[config.mk]
export PLATFORM = sky130hd
export DESIGN_NAME = fetch_stage
export DESIGN_NICKNAME = d
export VERILOG_FILES = /design/src/rtl/fetch_stage.sv
export SDC_FILE = /design/constraint.sdc
export NUM_CORES = 1
export LEC_CHECK = 0
export ABC_AREA = 1
export CORE_MARGIN = 8
export CORE_UTILIZATION = 55
export CTS_BUF_LIST = sky130_fd_sc_hd__clkbuf_2 sky130_fd_sc_hd__clkbuf_4 sky130_fd_sc_hd__clkbuf_8
export CTS_CLUSTER_SIZE = 14
export DETAILED_ROUTE_END_ITERATION = 12
export GPL_TIMING_DRIVEN = 0
export PLACE_DENSITY = 0.88
export SKIP_CTS_REPAIR_TIMING = 1
export SLEW_MARGIN = 5
export SYNTH_ARGS = -nofsm -noshare
export SYNTH_HDL_FRONTEND = slang
export SYNTH_SLANG_ARGS = --single-unit
[constraint.sdc]
create_clock -name clk -period 2.2 [get_ports clk]
set_input_delay 0.22 -clock clk [delete_from_list [all_inputs] [get_ports clk]]
set_output_delay 0.22 -clock clk [all_outputs]
set_load 0.05 [all_outputs]
[src/rtl/fetch_stage.sv]
// Instruction fetch: owns the PC, requests words from imem and fills IF/ID.
// A one-entry skid buffer absorbs decode stalls; redirects can drop an in-flight word.
module fetch_stage #(
   parameter logic [31:0] RESET_PC = 32'h0000_0000
) (
   input  logic        clk,
   input  logic        rst,
   input  logic        stall,
   input  logic        branch_taken,
   input  logic [31:0] branch_target,
   output logic        imem_req,
   output logic [31:0] imem_addr,
   input  logic        imem_ready,
   input  logic [31:0] imem_rdata,
   output logic [31:0] instruccion,
   output logic [31:0] pc_plus4,
   output logic        if_valid
);

   typedef enum logic [1:0] {
      IDLE,
      FETCH,
      FULL,
      DROP
   } state_e;

   state_e      state_q, state_d;
   logic [31:0] pc_q, pc_d;
   logic [31:0] redir_q, redir_d;
   logic [31:0] buf_instr_q, buf_instr_d;
   logic [31:0] buf_pc4_q, buf_pc4_d;
   logic [31:0] instr_q, instr_d;
   logic [31:0] pc4_q, pc4_d;
   logic        valid_q, valid_d;
   logic [31:0] pc_inc;

   assign pc_inc      = pc_q + 32'd4;
   assign imem_req    = (state_q == FETCH) || (state_q == DROP);
   assign imem_addr   = pc_q;
   assign instruccion = instr_q;
   assign pc_plus4    = pc4_q;
   assign if_valid    = valid_q;

   always_comb begin
      state_d     = state_q;
      pc_d        = pc_q;
      redir_d     = redir_q;
      buf_instr_d = buf_instr_q;
      buf_pc4_d   = buf_pc4_q;
      instr_d     = instr_q;
      pc4_d       = pc4_q;
      valid_d     = valid_q;
      unique case (state_q)
         IDLE: begin
            state_d = FETCH;
         end
         FETCH: begin
            if (branch_taken) begin
               instr_d = 32'd0;
               valid_d = 1'b0;
               if (imem_ready) begin
                  pc_d = branch_target;
               end else begin
                  redir_d = branch_target;
                  state_d = DROP;
               end
            end else if (imem_ready && !stall) begin
               instr_d = imem_rdata;
               pc4_d   = pc_inc;
               valid_d = 1'b1;
               pc_d    = pc_inc;
            end else if (imem_ready) begin
               buf_instr_d = imem_rdata;
               buf_pc4_d   = pc_inc;
               pc_d        = pc_inc;
               state_d     = FULL;
            end else if (!stall) begin
               instr_d = 32'd0;
               valid_d = 1'b0;
            end
         end
         FULL: begin
            if (branch_taken) begin
               instr_d = 32'd0;
               valid_d = 1'b0;
               pc_d    = branch_target;
               state_d = FETCH;
            end else if (!stall) begin
               instr_d = buf_instr_q;
               pc4_d   = buf_pc4_q;
               valid_d = 1'b1;
               state_d = FETCH;
            end
         end
         DROP: begin
            instr_d = 32'd0;
            valid_d = 1'b0;
            if (branch_taken) begin
               redir_d = branch_target;
            end
            // A branch arriving with the response still wins over the stored one
            if (imem_ready) begin
               pc_d    = branch_taken ? branch_target : redir_q;
               state_d = FETCH;
            end
         end
         default: begin
            state_d = IDLE;
         end
      endcase
   end

   always_ff @(posedge clk or negedge rst) begin
      if (!rst) begin
         state_q     <= IDLE;
         pc_q        <= RESET_PC;
         redir_q     <= 32'd0;
         buf_instr_q <= 32'd0;
         buf_pc4_q   <= 32'd0;
         instr_q     <= 32'd0;
         pc4_q       <= 32'd0;
         valid_q     <= 1'b0;
      end else begin
         state_q     <= state_d;
         pc_q        <= pc_d;
         redir_q     <= redir_d;
         buf_instr_q <= buf_instr_d;
         buf_pc4_q   <= buf_pc4_d;
         instr_q     <= instr_d;
         pc4_q       <= pc4_d;
         valid_q     <= valid_d;
      end
   end

endmodule

==> results.yml, run 1 <==
status:
  outcome: "completed"
clock_network:
  clock_path_buffers: 2
  cts_tree: "built"
  clk_pin_slew_ns: 0.11
  htreeDepth: 4
  cts_sinks: 195
  cts_buffers: 17
  cts_root_buf: "clkbuf_8"
  clk_latency_ns: 0.47
global_route:
  track_usage_pct: 26.4
  grt_max_degree: 101
  grt_pass1_vias: 9075
  antenna_found_initial: 0
  globalRouteOverflowTotal: 0
  grt_pass1_wl_mm: 47.0
layout:
  multi_input_area_sq_mm: 0.00428
  design_area_sq_mm: 0.0121
  final_common_cell: "nand2_1"
  nets: 1555
  seqCellArea_sq_mm: 0.00488
  area_growth_syn_to_layout_pct: 24.6
  layout-drive-gt1-share_pct: 5.95
  diodes: 0
  final_cell_mix: "427 x nand2_1, 217 x nor2_1, 195 x dfrtp_1"
  fillers: 1373
synthesis:
  synth.top_cell.area_share_pct: 50.3
  synth.largest_area_cell: "dfrtp_1"
  synth_area_sq_mm: 0.00969
  yosys_warnings: 0
  synth_fp_nets: 1369
  synth_seq_cells: 195
  synth_cell_types: 32
  synthCells: 1299
  syn_area_per_cell_sq_um: 7.46
  yosysSeqAreaShare_pct: 50.3
  synth_area_leaders: "dfrtp_1 50%, nand2_1 17%, a21oi_1 9.9%, nor2_1 8.4%, inv_1 2.2%"
timing:
  grt_setup_unrepaired: "true"
  hold_ws_ns: 0.304
  setup_violations: 0
  slew_viol_final: 0
  hold_violations: 0
  slew_headroom_pct: 50.8
  tightest_slew_ns: 0.738
  max_clock_freq_ghz: 0.477
  fin_crit_sh_pct: 95.3
  min_period_ns: 2.10
  skew_ns: 0.0144
placement:
  place_congestion: 0.936
  port_buffers: 165
  hpwl_mm: 21.7
  placed_cell_area_sq_mm: 0.0117
routing:
  wl_per_cell_um: 16.8
  dr.first_iter.drc_count: 988
  ant_nets: 0
  via_per_inst: 5.52
  wl_mm: 29.0
  drt-pass1-iter-count: 5
  num_vias: 9508
  route.detailed.drc: 0
power_and_ir_drop:
  p_int_w: 0.00913
  powerDensity_mw_per_mm2: 1500
  switchingPower_w: 0.00894
  p_leak_nw: 5.71
  p_comb_share_pct: 51.6
  pwr-share-seq_pct: 35.8
  p_clk_share_pct: 12.6
  p_sw_share_pct: 49.5
  ir_drop_v: 0.000896
flow_run:
  drv_cap: 0
floorplanning:
  start_util_pct: 56.2
  die_w_um: 149
  ioPinCount: 167
  dieHeight_um: 149
  core-area_sq_mm: 0.0172
  num_rows: 48
  die_area_sq_mm: 0.0221
critical_path:
  r2r_cells: 10
  required_ns: 2.56
  end_kind: "register"
  r2r_setup_slack_ns: 0.10
  cp-start-kind: "register"
  setup.worst_path.start: "imem_addr[2]"
  cp-endpoint: "pc_plus4[22]"
  critical_path_class: "register to register"
  r2r_start: "imem_addr[2]"
  cp_max_fo: 5
  worstReg2RegEnd: "pc_plus4[22]"
  crit_arrival_ns: 2.45
worst_hold_path:
  worstHoldPathType: "primary input to register"
## power by group through the flow
stage	clock [W]	sequential [W]	combinational [W]
detailed placement	0	0.00648	0.00921
CTS	0.00229	0.00642	0.00926
floorplan	0	0.00869	0.00372
global route	0.00242	0.00665	0.0100
finish	0.00229	0.00646	0.00933
global placement	0	0.00642	0.00900
## cell usage after synthesis, drive strengths merged
library cell and count:
nand2 429, nor2 223, dfrtp 195, a21oi 193, inv 68, clkbuf 41
o21ai 34, buf 31, a211oi 24, nand3 16, a31oi 11, xor2 9
nand3b 6, xnor2 5, o211ai 4, and2 3, nor3 3, a22oi 1
ha 1, nand4 1, or2 1
## kinds of logic after synthesis
logic type | share of synthesized area, %
buf+inv | 5.87
compound gates | 14.9
simple gates | 27.4
flops | 50.3
xor+xnor | 1.27
fa+ha+maj | 0.129
## critical path, cell delays in order (launching register included)
cell     delay [ns]
dfrtp_1        0.44
ha_1           0.22
nand2_1        0.07
nor2_1         0.23
nand2_1        0.21
nor2_2         0.32
nand2_1        0.10
nand2_1        0.07
nand2_1        0.12
o21ai_1        0.14
nand2_1        0.06
## how the worst min path moves through the flow
| stage | from | to | slack, ns | cells after the start |
|---|---|---|---|---|
| 6_report | branch_taken | redir_q[5] | 0.30 | 5 |
| 5_1_grt | imem_rdata[20] | buf_instr_q[20] | 0.31 | 3 |
| 4_1_cts | rst | redir_q[22] | -0.23 | 1 |
| 3_5_place_dp | rst | redir_q[22] | 0.28 | 1 |
| 3_3_place_gp | buf_instr_q[2] | buf_instr_q[2] | 0.45 | 2 |
| 2_1_floorplan | rst | buf_instr_q[0] | -0.08 | 0 |
## per-layer routing
layer	global-route usage (%)	share of wire, %	vias to the layer above	wire [um]
li1	-	-	4525	-
met4	9.79	3.1	0	891
met1	35.5	42	4516	12100
met3	5.07	7.8	55	2270
met5	0	0	-	0
met2	41.9	47	412	13700
## layout make-up
type / count / area share [%]
Timing Repair Buffer: 167 / 14.0
Sequential cell: 195 / 40.4
Clock inverter: 12 / 0.994
Multi-Input combinational cell: 964 / 35.4
Inverter: 68 / 2.11
Tap cell: 225 / 2.33
Buffer: 72 / 2.60
Clock buffer: 19 / 2.11
## metrics by stage
stage | setup TNS (ns) | util (%) | setup WS, ns | instances | power [W]
2_1_floorplan | 0 | - | 0.194 | 1299 | 0.0124
3_3_place_gp | -1414.82 | 67.5 | -7.27 | 1689 | 0.0154
3_5_place_dp | -0.00979 | 67.6 | -0.00979 | 1690 | 0.0157
4_1_cts | 0 | 69.8 | 0.0559 | 1721 | 0.0180
5_1_grt | -0.331 | 70.1 | -0.0642 | 1722 | 0.0191
6_report | 0 | 70.1 | 0.103 | 1722 | 0.0181
## state kept, by name, summed over array words and instances, names as in the netlist
signal and cells:
pc_plus4 32, if_valid 1, state_q 2, imem_addr 32
instruccion 32, buf_pc4_q 32, buf_instr_q 32, redir_q 32
No activity file was read; power rests on OpenSTA's default activity.
==> run 2: changes to the inputs <==
--- a/config.mk
+++ b/config.mk
@@ -9,11 +9,13 @@
 export CORE_MARGIN = 8
 export CORE_UTILIZATION = 55
 export CTS_BUF_LIST = sky130_fd_sc_hd__clkbuf_2 sky130_fd_sc_hd__clkbuf_4 sky130_fd_sc_hd__clkbuf_8
+export CTS_CLUSTER_DIAMETER = 100
 export CTS_CLUSTER_SIZE = 14
 export DETAILED_ROUTE_END_ITERATION = 12
 export GPL_TIMING_DRIVEN = 0
 export PLACE_DENSITY = 0.88
 export SKIP_CTS_REPAIR_TIMING = 1
+export SKIP_LAST_GASP = 1
 export SLEW_MARGIN = 5
 export SYNTH_ARGS = -nofsm -noshare
 export SYNTH_HDL_FRONTEND = slang
==> run 2 against run 1 <==
Compared with the run above:
- clock skew is 0.0028 ns higher
- die area unchanged
- cell area barely moved
- non-clock buffer count stayed put
- via count is 0.47% lower
- cell count unchanged
==> results.yml, run 2 (synthesized netlist as in run 1, its figures left out) <==
power_and_ir_drop:
  p_int_w: 0.00913
  p_comb_share_pct: 51.6
  total_power_w: 0.0181
  pwr-share-seq_pct: 35.7
  powerDensity_mw_per_mm2: 1500
  p_clk_share_pct: 12.7
  p_leak_nw: 5.71
  switchingPower_w: 0.00895
  ir_drop_v: 0.000894
  p_sw_share_pct: 49.5
global_route:
  globalRouteOverflowTotal: 0
  antenna_found_initial: 0
  grt_pass1_vias: 9075
  track_usage_pct: 26.4
  grt_pass1_wl_mm: 47.0
  grt_max_degree: 101
routing:
  route.detailed.drc: 0
  highest_layer: "met4"
  wl_met2_mm: 13.8
  wirelength_met1_mm: 12.0
  wl_mm: 29.0
  drt-pass1-iter-count: 7
  wl_met3_mm: 2.39
  dr.first_iter.drc_count: 983
  wl_per_cell_um: 16.9
  num_vias: 9463
  via_per_inst: 5.50
  ant_nets: 0
critical_path:
  crit_arrival_ns: 2.46
  critical_path_class: "register to register"
  crit_family: "compound AO/OA/AOI/OAI gates"
  cp-start-kind: "register"
  end_kind: "register"
  worst-path-buf-inv: 4
  cp_max_fo: 10
  crit_chain: "inv_2 > nand2_1 > o21ai_2 > inv_2 > buf_2 > buf_2 > a211oi_1 > a21oi_1"
  crit_slowest_cell: "dfrtp_1"
  required_ns: 2.54
  critPathMaxStageDelay_ns: 0.48
timing:
  tightest_slew_ns: 0.738
  max_clock_freq_ghz: 0.471
  skew_ns: 0.0172
  slew_headroom_pct: 50.8
  fin_crit_sh_pct: 96.6
  slew_viol_final: 0
  min_period_ns: 2.12
  grt_setup_unrepaired: "true"
  setup_violations: 0
  hold_violations: 0
placement:
  placedCellCount: 1690
  port_buffers: 165
  place_congestion: 0.936
  hpwl_mm: 21.7
layout:
  area_growth_syn_to_layout_pct: 24.6
  final_cell_mix: "427 x nand2_1, 217 x nor2_1, 195 x dfrtp_1"
  layout-drive-gt1-share_pct: 5.88
  final_cells: 1722
  diodes: 0
  final_common_cell: "nand2_1"
  nets: 1555
clock_network:
  cts_buffers: 17
  clock_path_buffers: 2
  cts_root_buf: "clkbuf_8"
  cts_tree: "built"
  htreeDepth: 4
  clk_pin_slew_ns: 0.11
  clk_latency_ns: 0.48
  cts_sinks: 195
floorplanning:
  ioPinCount: 167
  core-area_sq_mm: 0.0172
  start_util_pct: 56.2
  die_w_um: 149
  num_rows: 48
  dieHeight_um: 149
  die_area_sq_mm: 0.0221
flow_run:
  drv_cap: 0
worst_hold_path:
  worstHoldPathType: "primary input to register"
status:
  outcome: "completed"
[run 2: cell type report]
class                      instances  area (sq um)
tap                              225           282
clock buffer                      19           255
inverter                          68           255
clock inverter                    12           120
buffer                            72           314
sequential                       195          4880
timing repair buffer             167          1700
multi-input combinational        964          4270
fill                            1374          5160
[run 2: through the flow]
| step | TNS (ns) | worst slack, ns | hold WS [ns] | cell area, sq um | utilization [%] |
|---|---|---|---|---|---|
| global placement | -1414.82 | -7.27 | 0.453 | 11600 | 67.5 |
| global route | -0.340 | -0.0642 | 0.309 | 12100 | 70.1 |
| finish | 0 | 0.0758 | 0.306 | 12100 | 70.1 |
| detailed placement | -0.00979 | -0.00979 | 0.284 | 11700 | 67.6 |
| CTS | 0 | 0.0559 | -0.230 | 12000 | 69.8 |
| floorplan | 0 | 0.194 | -0.0756 | 9690 | - |
[run 2: routing by layer]
| layer | up-vias | GRT usage (%) |
|---|---|---|
| met3 | 52 | 5.07 |
| met1 | 4483 | 35.5 |
| met4 | 0 | 9.79 |
| li1 | 4516 | - |
| met2 | 412 | 41.9 |
| met5 | - | 0 |
[run 2: final timing paths]
path,startpoint,endpoint,slack (ns),cells after the start
max,state_q[0],imem_addr[9],0.08,8
min in group asynchronous,rst,redir_q[22],0.32,2
min reg2reg,buf_instr_q[14],buf_instr_q[14],0.48,2
max reg2reg,state_q[0],imem_addr[9],0.08,8
max in group asynchronous,rst,redir_q[28],0.94,3
min,imem_rdata[20],buf_instr_q[20],0.31,3
[run 2: power by group through the flow]
| stage | sequential (W) | combinational (W) | clock [W] |
|---|---|---|---|
| after CTS | 0.00642 | 0.00926 | 0.00229 |
| final | 0.00646 | 0.00932 | 0.00229 |
| after global routing | 0.00665 | 0.0100 | 0.00242 |
| after floorplan | 0.00869 | 0.00372 | 0 |
| after detailed placement | 0.00648 | 0.00921 | 0 |
| after global placement | 0.00642 | 0.00900 | 0 |
[run 2: worst register-to-register path: cells and delay by family, from the launching register on]
| kind | cells | cell delay (ns) |
|---|---|---|
| compound gates | 3 | 0.78 |
| buf+inv | 4 | 0.59 |
| flops | 1 | 0.48 |
| simple gates | 1 | 0.13 |
